File: src/rtl/ksa.sv
// RC4 key-scheduling engine: walks i over a 256x8 S-box RAM, updating j and
// swapping S[i]/S[j] through a single-port synchronous RAM, six cycles per i.
module ksa (
  input  logic        clk,
  input  logic        rst_n,
  input  logic        en,
  input  logic [23:0] key,
  output logic        rdy,
  output logic [7:0]  addr,
  input  logic [7:0]  rddata,
  output logic [7:0]  wrdata,
  output logic        wren
);

  typedef enum logic [2:0] {
    IDLE, READ_I, WAIT_I, READ_J, WAIT_J, WRITE_I, WRITE_J, DONE
  } state_t;

  state_t      state, state_nx;
  logic [23:0] key_q;
  logic [7:0]  i, j, si, sj;
  logic [7:0]  kbyte, j_new;
  logic        start;

  assign start = en && (state == IDLE || state == DONE);

  always_comb begin
    kbyte = key_q[7:0];
    case (i % 8'd3)
      8'd0:    kbyte = key_q[23:16];
      8'd1:    kbyte = key_q[15:8];
      default: kbyte = key_q[7:0];
    endcase
  end

  // 8-bit sum wraps naturally, giving the mod-256 j update
  assign j_new = j + si + kbyte;

  always_ff @(posedge clk or negedge rst_n) begin
    if (!rst_n) state <= IDLE;
    else        state <= state_nx;
  end

  always_comb begin
    state_nx = state;
    case (state)
      IDLE, DONE: if (start) state_nx = READ_I;
      READ_I:     state_nx = WAIT_I;
      WAIT_I:     state_nx = READ_J;
      READ_J:     state_nx = WAIT_J;
      WAIT_J:     state_nx = WRITE_I;
      WRITE_I:    state_nx = WRITE_J;
      WRITE_J:    state_nx = (i == 8'hFF) ? DONE : READ_I;
      default:    state_nx = IDLE;
    endcase
  end

  always_comb begin
    rdy    = 1'b0;
    addr   = 8'd0;
    wrdata = 8'd0;
    wren   = 1'b0;
    case (state)
      IDLE, DONE: rdy = 1'b1;
      READ_I:     addr = i;
      READ_J:     addr = j_new;
      WRITE_I:    begin addr = i; wrdata = sj; wren = 1'b1; end
      WRITE_J:    begin addr = j; wrdata = si; wren = 1'b1; end
      default:    ;
    endcase
  end

  always_ff @(posedge clk or negedge rst_n) begin
    if (!rst_n) begin
      key_q <= 24'd0;
      i     <= 8'd0;
      j     <= 8'd0;
      si    <= 8'd0;
      sj    <= 8'd0;
    end else begin
      if (start) begin
        key_q <= key;
        i     <= 8'd0;
        j     <= 8'd0;
      end
      case (state)
        WAIT_I:  si <= rddata;
        READ_J:  j  <= j_new;
        WAIT_J:  sj <= rddata;
        // explicit i==255 test keeps the 8-bit counter from wrapping early
        WRITE_J: if (i != 8'hFF) i <= i + 8'd1;
        default: ;
      endcase
    end
  end

endmodule

File: config.mk
export PLATFORM = sky130hd
export DESIGN_NAME = ksa
export DESIGN_NICKNAME = d
export VERILOG_FILES = /design/src/rtl/ksa.sv
export SDC_FILE = /design/constraint.sdc
export NUM_CORES = 1
export LEC_CHECK = 0
export ABC_AREA = 1
export ABC_CLOCK_PERIOD_IN_PS = 6800
export BUFFER_PORTS_ARGS = -buffer_cell sky130_fd_sc_hd__buf_2
export CORE_UTILIZATION = 52
export CTS_CLUSTER_DIAMETER = 120
export DETAILED_ROUTE_END_ITERATION = 16
export GPL_TIMING_DRIVEN = 0
export PLACE_DENSITY = 0.83
export SETUP_SLACK_MARGIN = 0.02
export SYNTH_ARGS = -nofsm -noshare
export SYNTH_HDL_FRONTEND = slang
export SYNTH_SLANG_ARGS = --single-unit
export TNS_END_PERCENT = 20
File: constraint.sdc
create_clock -name clk -period 6.8 [get_ports clk]
set_input_delay 1.7 -clock clk [delete_from_list [all_inputs] [get_ports clk]]
set_output_delay 1.7 -clock clk [all_outputs]
set_load 0.03 [all_outputs]
-- Word-level counts from Yosys, hierarchy flattened
Index checks and enable logic that the tools add are counted.
- $add $sub $neg: 3
- div/mod/pow operators: 1
- equality and inequality tests: 11
- muxes and demuxes: 13
- reductions and logical operators: 8
- operators by type and width (cell ; count):
    $mux W8 ; 5
    $pmux W8 S2 ; 2
    $pmux W8 S3 ; 1
    $pmux W3 S7 ; 1
    $add A8 B8 Y8 ; 2
    $eq A3 B3 Y1 const B ; 4
    $add A8 B1 Y8 const B ; 1
    $eq A8 B1 Y1 const B ; 1
    $eq A8 B8 Y1 const B ; 1
    $logic_not A8 Y1 ; 1
    $mod A8 B2 Y8 const B ; 1
    $ne A8 B8 Y1 const B ; 1
    $eq A3 B2 Y1 const B ; 2
    $mux W3 ; 2
    $reduce_or A2 Y1 ; 3
    $eq A3 B1 Y1 const B ; 1
    $logic_not A3 Y1 ; 1
    $mux W1 ; 2
    $ne A2 B2 Y1 const B ; 1
    $reduce_bool A2 Y1 ; 1
    $logic_and A1 B1 Y1 ; 1
    $logic_or A1 B1 Y1 ; 1
- bits in registers: 59
- output and inout port bits: 18
- word-level logic and storage cells: 42

-- Longest topological paths before layout
Gate-level depths: netlist (run 1).
- word-level depth: 6
- gate-level depth with buffers: 46

-- Worst setup path before layout (run 1)
No wires, ideal clock.
- kind: register to output
- start: reg i[6]
- end: out addr[7]
- data arrival time: 5.151 ns
- slack: -0.051 ns
- cell stages (with the launch flop): 45
- path buffers: 0
- path through: dfrtp_1 -> inv_1 -> nand3_1 -> nand2_1 -> nand2_1 -> nand2_1 -> nand2_1 -> nand3_1 -> nand2_2 -> o21ai_1 -> nand2_1 -> inv_2 -> ha_1 -> inv_1 -> nand3_4 -> nand2_2 -> nand2_1 -> inv_1 -> [9 not listed] -> inv_2 -> nand2_1 -> nand2_1 -> a21oi_1 -> fa_1 -> inv_1 -> ha_1 -> inv_1 -> fa_1 -> o31ai_1 -> nand2_1 -> nand2_1 -> a21oi_1 -> xor2_1 -> nand4_1 -> nand2_1 -> nand2_1 -> nand2_1
- cells in the longest elaborated chain, start to end: 5
- elaborated cells between the ends (all ways): 6
- those cells by class: add/sub (1); div (1); eq/ne (1); mux (2); reduce/logical (1)
- ends and longest elaborated chain (item ; line ; text):
    start, declared ; 21 ; logic [7:0] i, j, si, sj;
    start signal, assigned ; 91 ; WRITE_J: if (i != 8'hFF) i <= i + 8'd1;
    $mod A8 B2 Y8 * ; 29 ; case (i % 8'd3)
    $eq A8 B1 Y1 or $logic_not A8 Y1 (tied branches) ; 29 ;
    $pmux W8 S2 * ; 29 ;
    $add A8 B8 Y8 * ; 37 ; assign j_new = j + si + kbyte;
    $pmux W8 S3 * ; 63 ; case (state)
    end, declared ; 9 ; output logic [7:0] addr,
Every way passes the cells marked *; elsewhere a longest branch is shown, timed or not.

-- Worst setup path in the final report (run 1)
- start: reg i[5]
- end: out addr[7]
The elaborated chain is that of the path after synthesis.

==> impl_metrics.env, run 1 <==
export IMPL_dieArea_um2=7510
export IMPL_dieHeight_um=86.7
export IMPL_grt_antenna_before_repair=0
export IMPL_gr_usage_all_layers_pct=27.5
export IMPL_cts_max_level=3
export IMPL_dieWidth_um=86.7
export IMPL_cts_hold_buf=0
export IMPL_max_stage_delay_ps=530
export IMPL_placed_area_um2=4120
export IMPL_slew_headroom_pct=50.3
export IMPL_start_util_pct=54.3
export IMPL_period_needed_ps=7400
export IMPL_clock_skew_ps=3.33
export IMPL_gr_total_overflow=0
export IMPL_clkLatencyLatePin_ps=350
export IMPL_first_pass_iters=5
export IMPL_reg2reg_from="i[5]"
export IMPL_grt_pass1_vias=3520
export IMPL_cts_sinks=59
export IMPL_tightest_slew_ps=743
export IMPL_worstSetupStartpoint="i[5]"
export IMPL_cts_buffers=9
export IMPL_hold_end="key_q[5]"
export IMPL_fin_ws_ps=-601
export IMPL_grt_pass1_wl_mm=15.8
export IMPL_clockBufferDepth=2
export IMPL_finalNonFillerCells=696
export IMPL_final_design_area_no_fill_um2=4840
export IMPL_grt_max_degree=60
export IMPL_critPathKind="flip-flop to output port"
export IMPL_rsz0062_at_grt="yes"
export IMPL_required_ps=5100
export IMPL_multi_input_area_um2=2150
export IMPL_avgSynthCellArea_um2=7.45
export IMPL_synth_seq_cells=59
export IMPL_dp_cells=648
export IMPL_hold_start="key_q[5]"
export IMPL_synth_nets=554
export IMPL_r2r_cells=38
export IMPL_syn_cell_area_um2=3730
export IMPL_cap_violations=0
export IMPL_clock_root_buffer="clkbuf_8"
export IMPL_hold_viol=0
export IMPL_regArea_um2=1480
export IMPL_violations="negative setup slack"
export IMPL_fmax_mhz=135
export IMPL_wl_per_cell_um=13.9
export IMPL_fin_nets=649
export IMPL_ios=53
export IMPL_area_growth_pct=30.0
export IMPL_cp_end_kind="output port"
export IMPL_hp_class="flip-flop to flip-flop"
export IMPL_cp_max_fo=6
export IMPL_port_buffers=52
export IMPL_fillers=520
export IMPL_status="finished with violations"
export IMPL_setup_viol=6
export IMPL_postSynthCellCount=500
export IMPL_critPathLaunchType="flip-flop"
export IMPL_reg2reg_slack_ps=1270
export IMPL_synth_distinct_cells=34
export IMPL_ant_nets=0
export IMPL_r2r_end="j[7]"
export IMPL_maxSlewViolCount=0
export IMPL_finalCritPeriodShare_pct=109
export IMPL_clk_transition_reported_paths_ps=70
export IMPL_whs_ps=483
export IMPL_ys_seq_area_share_pct=39.6
export IMPL_drive_gt1_share_pct=30.2
export IMPL_cts_tree="yes"
export IMPL_wl_mm=9.69
export IMPL_synth_warnings=0
export IMPL_core_area_um2=6870
export IMPL_slowest_stage="fa_1"
export IMPL_vias_per_cell=5.29
export IMPL_rows=30
export IMPL_hold_depth=2
export IMPL_tns_ps=-1280
export IMPL_vias=3683
export IMPL_dp_hpwl_mm=6.40
export IMPL_drtIter0Drc=274
export IMPL_antenna_diode_count=0
export IMPL_place_congestion=0.841
export IMPL_drc=0
export IMPL_cp_arrival_ps=5700
## through the flow
| stage | setup WS (ps) | util, % |
|---|---|---|
| 2_1_floorplan | 24.6 | - |
| 3_3_place_gp | -700 | 59.9 |
| 3_5_place_dp | -888 | 59.9 |
| 4_1_cts | -517 | 68.3 |
| 5_1_grt | -910 | 70.5 |
| 6_report | -601 | 70.5 |
## final cells by class
cell class	instances	share of cell area (%)
Multi-Input combinational cell	362	44.3
Sequential cell	59	30.6
Timing Repair Buffer	84	10.9
Inverter	69	5.60
Clock buffer	12	3.41
Tap cell	96	2.48
Clock inverter	4	1.96
Buffer	10	0.775
## routing by layer
metal  vias up  part of all wire [%]  global-route usage, %
li1       1794                     -                      -
met1      1745                    41                   34.2
met2       115                    52                   46.8
met3        29                   4.5                   5.33
met4         0                   2.7                   11.7
met5         -                     0                      0
## flip-flops by register name (all words and copies together) (netlist names)
register,count
i,8
j,8
key_q,24
si,8
sj,8
state,3
## repair_timing
action	4_1_cts	5_1_grt
gates resized for setup	41	28
setup buffers	24	8
endpoints found under the setup margin	7	6
pin swaps	25	27
## worst max-delay path by stage
stage / endpoint / slack [ps] / cells past startpoint
global placement: addr[7] / -700 / 45
detailed placement: addr[7] / -890 / 44
CTS: addr[7] / -520 / 45
finish: addr[7] / -600 / 37
global route: addr[7] / -910 / 45
floorplan: addr[7] / 20 / 44
## kinds of logic (layout without fill, tap and decap cells)
group | Yosys count | in the layout | synth area share (%)
adder cells (fa/ha/maj) | 19 | 19 | 7.99
AND/OR/NAND/NOR | 260 | 260 | 30.7
buffers and inverters | 79 | 179 | 7.96
flip-flops | 59 | 59 | 39.6
XOR/XNOR | 3 | 3 | 0.705
AO/OA/AOI/OAI | 80 | 80 | 13.0
## critical path, delay by kind of cell, from the launching register on
| kind | cells | cell delay, ps |
|---|---|---|
| compound gates | 5 | 660 |
| xor+xnor | 1 | 250 |
| fa+ha+maj | 3 | 1110 |
| buf+inv | 10 | 1040 |
| flops | 1 | 410 |
| simple gates | 18 | 1880 |
## cells in the final DEF (no fill, tap or decap), types with 3 or more instances in the layout
cell	n
ha_1	8
clkbuf_8	12
nand4_1	5
fa_1	7
nand2_4	7
a21oi_1	10
nor3_1	3
o21ai_1	6
o21ai_0	38
nand3_4	6
dfrtp_1	56
buf_2	46
or2_2	3
buf_4	35
a21oi_2	3
a22o_1	6
nand2_2	22
inv_1	51
clkbuf_1	8
inv_4	5
nand3_2	6
o21ai_2	4
nand3_1	22
nor2_1	22
o221ai_1	5
buf_6	3
dfrtp_2	3
bufinv_16	3
inv_2	12
nand2_1	161
## synthesized netlist by cell type, drive strengths merged
| master | instances | area [um2] |
|---|---|---|
| nand2 | 190 | 766 |
| inv | 68 | 255 |
| dfrtp | 59 | 1480 |
| o21ai | 48 | 252 |
| nand3 | 34 | 208 |
| nor2 | 24 | 100 |
| a21oi | 14 | 81.3 |
| ha | 11 | 138 |
| clkbuf | 8 | 30.0 |
| fa | 8 | 160 |
| o221ai | 7 | 61.3 |
| a22o | 6 | 52.6 |
| nand4 | 5 | 31.3 |
| nor3 | 3 | 15.0 |
| or2 | 3 | 18.8 |
| buf | 2 | 7.51 |
| o31ai | 2 | 15.0 |
| xnor2 | 2 | 17.5 |
| a31oi | 1 | 6.26 |
| clkinv | 1 | 3.75 |
| nand3b | 1 | 7.51 |
| o2111ai | 1 | 8.76 |
| o211ai | 1 | 7.51 |
| xor2 | 1 | 8.76 |
Power of run 1 is not shown: default switching activity piles up to over one toggle a cycle in this logic, so the estimate is an artifact.
==> run 2, diff against run 1 <==
--- a/config.mk
+++ b/config.mk
@@ -8,11 +8,11 @@
 export ABC_AREA = 1
 export ABC_CLOCK_PERIOD_IN_PS = 6800
 export BUFFER_PORTS_ARGS = -buffer_cell sky130_fd_sc_hd__buf_2
-export CORE_UTILIZATION = 52
+export CORE_UTILIZATION = 50
 export CTS_CLUSTER_DIAMETER = 120
 export DETAILED_ROUTE_END_ITERATION = 16
 export GPL_TIMING_DRIVEN = 0
-export PLACE_DENSITY = 0.83
+export PLACE_DENSITY = 0.81
 export SETUP_SLACK_MARGIN = 0.02
 export SYNTH_ARGS = -nofsm -noshare
 export SYNTH_HDL_FRONTEND = slang
==> run 2 against run 1 <==
Net effect: the run still ends with negative setup slack left; first-iteration DRC count rose by 8.0%; critical path depth rose by 4; wire length fell by 2.0%; die area rose by 3.9%; count of clock-buffer cells in the layout fell by 1; worst setup slack improved by 57 ps; fmax rose by 0.78%; cell area fell by 0.49%; clock skew rose by 6.1 ps; sequential cell count did not move; sequential share of layout area rose by 0.18 points.
==> impl_metrics.env, run 2 (synthesized netlist as in run 1, its figures left out) <==
export IMPL_largest_reg_flops=24
export IMPL_status="finished with violations"
export IMPL_violations="negative setup slack"
export IMPL_slew_headroom_pct=51.7
export IMPL_cts_sinks=59
export IMPL_maxSlewViolCount=0
export IMPL_setup_viol=5
export IMPL_ant_nets=0
export IMPL_cts_hold_buf=0
export IMPL_grt_pass1_vias=3435
export IMPL_tightest_slew_ps=725
export IMPL_final_util_pct=66.8
export IMPL_ios=53
export IMPL_place_congestion=0.888
export IMPL_dp_cells=651
export IMPL_hp_class="flip-flop to flip-flop"
export IMPL_core_area_um2=7210
export IMPL_finalCritPeriodShare_pct=108
export IMPL_max_stage_delay_ps=470
export IMPL_wl_per_cell_um=13.5
export IMPL_fin_nets=652
export IMPL_port_buffers=52
export IMPL_drc=0
export IMPL_dieWidth_um=88.3
export IMPL_wl_mm=9.50
export IMPL_fillers=576
export IMPL_grt_max_degree=60
export IMPL_dieArea_um2=7800
export IMPL_vias=3653
export IMPL_multi_input_area_um2=2160
export IMPL_critPathKind="flip-flop to output port"
export IMPL_critPathLaunchType="flip-flop"
export IMPL_clock_skew_ps=9.45
export IMPL_fmax_mhz=136
export IMPL_final_cell_mix="nand2_1, dfrtp_1, inv_1, buf_2, o21ai_0"
export IMPL_cp_max_fo=5
export IMPL_cts_buffers=9
export IMPL_gr_total_overflow=0
export IMPL_gr_usage_all_layers_pct=25.7
export IMPL_layout_commonest_cell="nand2_1"
export IMPL_grt_pass1_wl_mm=15.3
export IMPL_cp_arrival_ps=5640
export IMPL_top_register="key_q"
export IMPL_cts_max_level=3
export IMPL_antenna_diode_count=0
export IMPL_clk_transition_reported_paths_ps=70
export IMPL_rsz0062_at_grt="yes"
export IMPL_slowest_stage="dfrtp_2"
export IMPL_drive_gt1_share_pct=30.7
export IMPL_clockBufferDepth=2
export IMPL_whs_ps=483
export IMPL_placed_area_um2=4120
export IMPL_period_needed_ps=7340
export IMPL_fin_ws_ps=-543
export IMPL_cp_end_kind="output port"
export IMPL_finalNonFillerCells=702
export IMPL_regArea_um2=1480
export IMPL_drtIter0Drc=296
export IMPL_hold_viol=0
export IMPL_dieHeight_um=88.3
export IMPL_dp_hpwl_mm=6.36
export IMPL_rows=31
export IMPL_vias_per_cell=5.20
export IMPL_cts_tree="yes"
export IMPL_area_growth_pct=29.3
export IMPL_first_pass_iters=5
export IMPL_final_design_area_no_fill_um2=4820
export IMPL_cap_violations=0
export IMPL_required_ps=5100
export IMPL_start_util_pct=51.7
export IMPL_grt_antenna_before_repair=0
export IMPL_clock_root_buffer="clkbuf_8"
export IMPL_clkLatencyLatePin_ps=330
-- run 2: worst max-delay path: cells and delay by family (launching register included) --
family,cells,cell delay [ps]
AOI/OAI and AO/OA,4,720
adders and majority gates,4,1060
buffers and inverters,11,1030
DFF,1,470
and+or+nand+nor,22,2030
-- run 2: path summary, 6_finish.rpt --
path | start | cells past startpoint | slack [ps] | end
min in group asynchronous | rst_n | 1 | 1420 | state[0]
worst min register to register | key_q[11] | 2 | 480 | key_q[11]
worst max register to register | i[6] | 46 | 1350 | j[7]
worst min-delay path | key_q[11] | 2 | 480 | key_q[11]
worst max-delay path | i[6] | 41 | -540 | addr[6]
max in group asynchronous | rst_n | 1 | 4880 | i[4]
-- run 2: per-layer routing --
metal  global-route usage, %  vias up  routed length, um  share of wire (%)
met4                    11.1        0                264                2.8
met1                    32.9     1731               4080                 43
met2                    42.8      101               4770                 50
li1                        -     1799                  -                  -
met3                    4.66       22                372                3.9
met5                       0        -                  0                  0
-- run 2: layout make-up --
| type | instances | share of cell area [%] |
|---|---|---|
| Clock buffer | 11 | 2.73 |
| Sequential cell | 59 | 30.7 |
| Multi-Input combinational cell | 362 | 44.8 |
| Inverter | 69 | 5.68 |
| Buffer | 10 | 0.779 |
| Timing Repair Buffer | 87 | 11.1 |
| Clock inverter | 5 | 1.61 |
| Tap cell | 99 | 2.57 |
-- run 2: stage by stage --
step / setup TNS (ps) / setup slack [ps]
after CTS: -1350 / -559
final: -1650 / -543
after global routing: -3810 / -967
after global placement: -1200 / -711
after detailed placement: -1940 / -858
after floorplan: 0 / 24.6
-- run 2: timing repair --
item                                    4_1_cts  5_1_grt
pin swaps                                    25       21
resized for setup                            43       25
endpoints found under the setup margin        7        6
setup buffers                                25       10
Power of run 2 is left out for the same reason.
